<file path="src/rtl/robertson_mult_ctrl_if.sv">
// Start/operand/result bundle for robertson_mult_ctrl.
// The master side issues requests; the slave side is the multiplier.
interface robertson_mult_ctrl_if #(
    parameter int unsigned WIDTH = 8
);
    logic                   start;
    logic [WIDTH-1:0]       multiplicand;
    logic [WIDTH-1:0]       multiplier;
    logic                   busy;
    logic                   done;
    logic [2*WIDTH-1:0]     product;

    modport master (
        output start, multiplicand, multiplier,
        input  busy, done, product
    );

    modport slave (
        input  start, multiplicand, multiplier,
        output busy, done, product
    );
endinterface

</file>
<file path="src/rtl/robertson_mult_ctrl.sv">
// Sequential signed multiplier (Robertson add/shift, one step per clock).
// Define ROBERTSON_ZERO_SKIP_EN to finish zero-operand requests in one cycle.
module robertson_mult_ctrl #(
    parameter int unsigned WIDTH = 8
) (
    input  logic                   clk,
    input  logic                   reset,
    robertson_mult_ctrl_if.slave   bus
);
    localparam int unsigned CNT_W = $clog2(WIDTH);
    localparam int unsigned SUM_W = WIDTH + 1;
    localparam int unsigned PRD_W = 2 * WIDTH;

    typedef enum logic [1:0] {
        S_IDLE = 2'd0,
        S_RUN  = 2'd1,
        S_DONE = 2'd2
    } state_t;

    state_t               r_state;
    logic [CNT_W-1:0]     r_cnt;
    logic [WIDTH-1:0]     r_a;
    logic [WIDTH-1:0]     r_q;
    logic [WIDTH-1:0]     r_m;
    logic                 r_busy;
    logic                 r_done;
    logic [PRD_W-1:0]     r_product;

    logic                 w_last;
    logic                 w_cin;
    logic                 w_zero_skip;
    logic [SUM_W-1:0]     w_a_ext;
    logic [SUM_W-1:0]     w_m_ext;
    logic [SUM_W-1:0]     w_addend;
    logic [SUM_W-1:0]     w_sum;

    // The final step subtracts M because the multiplier's MSB carries negative weight.
    assign w_last   = (r_cnt == CNT_W'(WIDTH - 1));
    assign w_a_ext  = {r_a[WIDTH-1], r_a};
    assign w_m_ext  = {r_m[WIDTH-1], r_m};
    assign w_addend = r_q[0] ? (w_last ? ~w_m_ext : w_m_ext) : '0;
    assign w_cin    = r_q[0] & w_last;
    assign w_sum    = w_a_ext + w_addend + SUM_W'(w_cin);

`ifdef ROBERTSON_ZERO_SKIP_EN
    assign w_zero_skip = (bus.multiplicand == '0) || (bus.multiplier == '0);
`else
    assign w_zero_skip = 1'b0;
`endif

    // Control FSM and datapath registers; the sum's extra bit becomes A's new MSB.
    always_ff @(posedge clk or posedge reset) begin
        if (reset) begin
            r_state   <= S_IDLE;
            r_cnt     <= '0;
            r_a       <= '0;
            r_q       <= '0;
            r_m       <= '0;
            r_busy    <= 1'b0;
            r_done    <= 1'b0;
            r_product <= '0;
        end else begin
            r_done <= 1'b0;
            case (r_state)
                S_IDLE: begin
                    if (bus.start) begin
                        r_m    <= bus.multiplicand;
                        r_q    <= bus.multiplier;
                        r_a    <= '0;
                        r_cnt  <= '0;
                        r_busy <= 1'b1;
                        if (w_zero_skip) begin
                            r_product <= '0;
                            r_done    <= 1'b1;
                            r_state   <= S_DONE;
                        end else begin
                            r_state   <= S_RUN;
                        end
                    end
                end
                S_RUN: begin
                    r_a   <= w_sum[WIDTH:1];
                    r_q   <= {w_sum[0], r_q[WIDTH-1:1]};
                    r_cnt <= r_cnt + CNT_W'(1);
                    if (w_last) begin
                        r_product <= {w_sum[WIDTH:1], w_sum[0], r_q[WIDTH-1:1]};
                        r_done    <= 1'b1;
                        r_state   <= S_DONE;
                    end
                end
                S_DONE: begin
                    r_busy  <= 1'b0;
                    r_state <= S_IDLE;
                end
                default: begin
                    r_busy  <= 1'b0;
                    r_state <= S_IDLE;
                end
            endcase
        end
    end

    assign bus.busy    = r_busy;
    assign bus.done    = r_done;
    assign bus.product = r_product;

endmodule

</file>
<file path="src/flat_wrapper.sv">
// flat-port wrapper written by rule: the top's interface ports become plain ports
module robertson_mult_ctrl_flat 
#(
    parameter int unsigned WIDTH = 8
)
  (clk, reset, bus_start, bus_multiplicand, bus_multiplier, bus_busy, bus_done, bus_product);
  robertson_mult_ctrl_if #(.WIDTH(WIDTH)) bus_i ();
  input  logic clk;
  input  logic reset;
  input wire logic [$bits(bus_i.start)-1:0] bus_start;
  input wire logic [$bits(bus_i.multiplicand)-1:0] bus_multiplicand;
  input wire logic [$bits(bus_i.multiplier)-1:0] bus_multiplier;
  output wire logic [$bits(bus_i.busy)-1:0] bus_busy;
  output wire logic [$bits(bus_i.done)-1:0] bus_done;
  output wire logic [$bits(bus_i.product)-1:0] bus_product;
  assign bus_i.start = bus_start;
  assign bus_i.multiplicand = bus_multiplicand;
  assign bus_i.multiplier = bus_multiplier;
  assign bus_busy = bus_i.busy;
  assign bus_done = bus_i.done;
  assign bus_product = bus_i.product;
  robertson_mult_ctrl #(.WIDTH(WIDTH)) u_core (.clk(clk), .reset(reset), .bus(bus_i));
endmodule
</file>
<file path="config.mk">
export PLATFORM = sky130hd
export DESIGN_NAME = robertson_mult_ctrl_flat
export DESIGN_NICKNAME = d
export VERILOG_FILES = /design/src/rtl/robertson_mult_ctrl_if.sv /design/src/rtl/robertson_mult_ctrl.sv /design/src/flat_wrapper.sv
export SDC_FILE = /design/constraint.sdc
export NUM_CORES = 1
export LEC_CHECK = 0
export ABC_AREA = 1
export CAP_MARGIN = 20
export CORE_ASPECT_RATIO = 1.5
export CORE_MARGIN = 8
export CORE_UTILIZATION = 54
export DETAILED_ROUTE_END_ITERATION = 16
export GPL_TIMING_DRIVEN = 0
export PLACE_DENSITY_LB_ADDON = 0.25
export SETUP_SLACK_MARGIN = 0.3
export SLEW_MARGIN = 15
export SYNTH_ARGS = -nofsm -noshare
export SYNTH_HDL_FRONTEND = slang
export SYNTH_SLANG_ARGS = --single-unit
</file>
<file path="constraint.sdc">
create_clock -name clk -period 2.8 [get_ports clk]
set_input_delay 0.7 -clock clk [delete_from_list [all_inputs] [get_ports clk]]
set_output_delay 0.7 -clock clk [all_outputs]
set_load 0.05 [all_outputs]
</file>
==> impl_metrics.csv <==
group,metric,value,unit
final_layout,fillers,344,
timing,setup_viol_count_final,0,
global_routing,grt_max_degree,27,
global_routing,grt_first_pass_wirelength,8804,µm
route,wl_per_cell,14.72,µm
timing,fin_setup_tns,0,ns
worst_setup_path,cp-startpoint,"u_core.r_cnt[0]",
placement,placed_cells,347,
worst_hold_path,hold_start,"u_core.r_state[1]",
route,drt-total-wl,5342,µm
outcome,outcome,"finished clean",
final_layout,finish.utilization,69.97,%
timing,final_hold_viol_count,0,
clock_network,clkSinkCount,47,
synth,yosys_warnings,0,
synth,synthCells,262,
timing,timing.final.crit_period,2.471,ns
worst_setup_path,critPathRequiredTime,3.05,ns
clock_network,cts_tree,"built",
floorplanning,initial_core_util,55.07,%
global_routing,grt_usage,15.91,%
synth,postSynthAreaPerCell,9.389,µm²
floorplanning,rows,30,
worst_setup_path,crit_path_cell_trace,"ha_2, ha_4, buf_8, xnor2_2, nor2_2, fa_2, fa_2, nand2_2, nand2_4, nand3b_1, nand2_1, nand2_1, nand3_2, nand2_1",
timing,worst_pin_slew,0.5133,ns
route,antenna_left,0,
synth,ys_types,30,
placement,dpl.hpwl,4019,µm
floorplanning,die_w,71.11,µm
worst_hold_path,hp-class,"flop to flop",
timing,finalCritPeriodShare,88.24,%
worst_setup_path,endpoint_kind,"flop",
final_layout,num_antenna_cells,0,
clock_network,clkSlewWorstSetupHoldPaths,0.08,ns
floorplanning,die_y,98.66,µm
global_routing,overflow,0,
worst_setup_path,reg2reg_from,"u_core.r_cnt[0]",
worst_setup_path,cp_common_cell,"nand2_1",
clock_network,hold_buffers,0,
worst_setup_path,crit_family,"adder cells",
final_layout,area_growth,27.06,%
global_routing,grt_pass1_vias,2042,
timing,fmax,0.4047,GHz
synth,synth_area,2460,µm²
clock_network,clock_latency,0.30,ns
timing,whs,0.4438,ns
floorplanning,coreArea,4467,µm²
timing,max_slew_margin,65.68,%
placement,gp_congestion,0.8490,
synth,synth-seq-area-share,47.81,%
synth,ys_ff_latch,47,
worst_setup_path,worstPathArrival,2.72,ns
worst_setup_path,crit_fanout,4,
placement,io_buffers,36,
worst_setup_path,criticalPathCategory,"flop to flop",
synth,synth_fp_nets,292,
clock_network,clockBufferDepth,2,
clock_network,cts-root-buf,"clkbuf_8",
route,vias_per_cell,5.344,
worst_setup_path,cp-start-kind,"flop",
final_layout,drive_gt1_share,20.32,%
worst_setup_path,path_buf_inv,1,
route,drt_iter0_drc,82,
route,vias,1940,
timing,clock_skew,0.006171,ns
worst_setup_path,critPathMaxStageDelay,0.40,ns
route,drc,0,
timing,rsz0062_at_grt,"yes",
global_routing,antenna_found_initial,0,
timing,final_max_slew_viol_count,0,
floorplanning,die_area,7015,µm²
worst_setup_path,critPathSlowestCell,"dfrtp_1",
clock_network,cts_buffers,5,
clock_network,ctsHtreeMaxLevel,2,
floorplanning,num_io_pins,37,
final_layout,layout.nets,344,
job,maxCapViolations,0,
route,dr.pass1.iters,4,
final_layout,fin_cells,363,
-- cell type report --
| cell class | count | area [µm²] | area share, % |
|---|---|---|---|
| Buffer | 7 | 78.83 | 2.522 |
| Clock buffer | 8 | 100.1 | 3.203 |
| Inverter | 28 | 112.6 | 3.603 |
| Multi-Input combinational cell | 180 | 1157 | 37.03 |
| Sequential cell | 47 | 1176 | 37.63 |
| Tap cell | 48 | 60.06 | 1.922 |
| Timing Repair Buffer | 45 | 440.4 | 14.09 |
-- kinds of logic after synthesis --
group,count (synthesis),synth area share [%]
AO/OA/AOI/OAI,30,8.901
buffers and inverters,35,7.375
AND/OR/NAND/NOR,122,22.23
multiplexers,8,4.273
flip-flops,47,47.81
adder cells (fa/ha/maj),11,6.206
XOR/XNOR,9,3.205
-- metrics by stage --
step	cell area [µm²]	setup slack (ns)
after floorplan	2465	0.3171
after global placement	2885	0.04172
after detailed placement	2905	0.1090
after CTS	3070	0.3020
after global routing	3126	0.2111
final	3126	0.3293
-- repair_timing --
| item | 4_1_cts | 5_1_grt |
|---|---|---|
| gates resized for setup | 8 | 6 |
| endpoints found under the setup margin | 8 | 11 |
| setup buffers | 5 | 3 |
| pin swaps | 4 | 9 |
-- cells in the mapped netlist --
library cell | number | area [µm²]
buf_6 | 5 | 56.30
clkinv_1 | 1 | 3.750
a21oi_1 | 4 | 20.02
nand2_1 | 69 | 259.0
xnor2_1 | 9 | 78.83
fa_1 | 2 | 40.04
nand3b_1 | 2 | 15.01
nor2_1 | 20 | 75.07
o21ai_2 | 9 | 78.83
o211ai_1 | 2 | 15.01
inv_2 | 2 | 7.510
inv_4 | 3 | 18.77
a211oi_1 | 4 | 30.03
inv_1 | 22 | 82.58
mux2_4 | 4 | 60.06
nand2_4 | 2 | 22.52
buf_2 | 1 | 5.000
nand3_4 | 1 | 17.52
or2_2 | 2 | 12.51
nor2_8 | 1 | 20.02
a211oi_2 | 1 | 12.51
ha_1 | 9 | 112.6
mux2_2 | 4 | 45.04
a22o_1 | 2 | 17.52
nand3_1 | 20 | 100.1
dfrtp_1 | 47 | 1176
a21o_1 | 2 | 15.01
nor3_1 | 5 | 25.02
o21ai_0 | 6 | 30.03
buf_4 | 1 | 7.510
-- metal layers --
| metal | routed length, µm | track usage [%] | share of wire [%] | up-vias |
|---|---|---|---|---|
| li1 | - | - | - | 952 |
| met1 | 2091 | 15.63 | 39 | 939 |
| met2 | 2962 | 29.32 | 55 | 38 |
| met3 | 168 | 3.760 | 3.1 | 11 |
| met4 | 119 | 9.018 | 2.2 | 0 |
| met5 | 0 | 0 | 0 | - |
-- placed cells by master (no fill, tap or decap), drive strengths merged --
| master | synthesis | routed |
|---|---|---|
| or2 | 2 | 2 |
| clkdlybuf4s50 | 0 | 36 |
| clkbuf | 0 | 8 |
| fa | 2 | 2 |
| nand3b | 2 | 2 |
| nand3 | 21 | 21 |
| clkinv | 1 | 1 |
| nor2 | 21 | 21 |
| a211oi | 5 | 5 |
| dfrtp | 47 | 47 |
| buf | 7 | 16 |
| xnor2 | 9 | 9 |
| o21ai | 15 | 15 |
| nand2 | 71 | 71 |
| a22o | 2 | 2 |
| mux2 | 8 | 8 |
| nor3 | 5 | 5 |
| inv | 27 | 27 |
| ha | 9 | 9 |
| a21o | 2 | 2 |
| a21oi | 4 | 4 |
| o211ai | 2 | 2 |
-- flip-flops by register name (all words and copies together), names as in the netlist --
signal and cells:
u_core.bus.busy 1, u_core.bus.done 1, u_core.bus.product 16, u_core.r_a 8, u_core.r_cnt 3, u_core.r_m 8
u_core.r_q 8, u_core.r_state 2
-- path summary, 6_finish.rpt --
path / cells past startpoint / to / slack, ns
setup / recovery: 14 / u_core.r_a[5] / 0.33
hold / removal: 1 / u_core.bus.busy / 0.44
setup reg to reg: 14 / u_core.r_a[5] / 0.33
hold reg to reg: 1 / u_core.bus.busy / 0.44
max in group asynchronous: 3 / u_core.r_q[3] / 1.55
min in group asynchronous: 2 / u_core.bus.done / 0.74
Power is left out: the tool's default activity adds up to more than one toggle a clock period on the data nets, which glitch-free logic cannot reach.
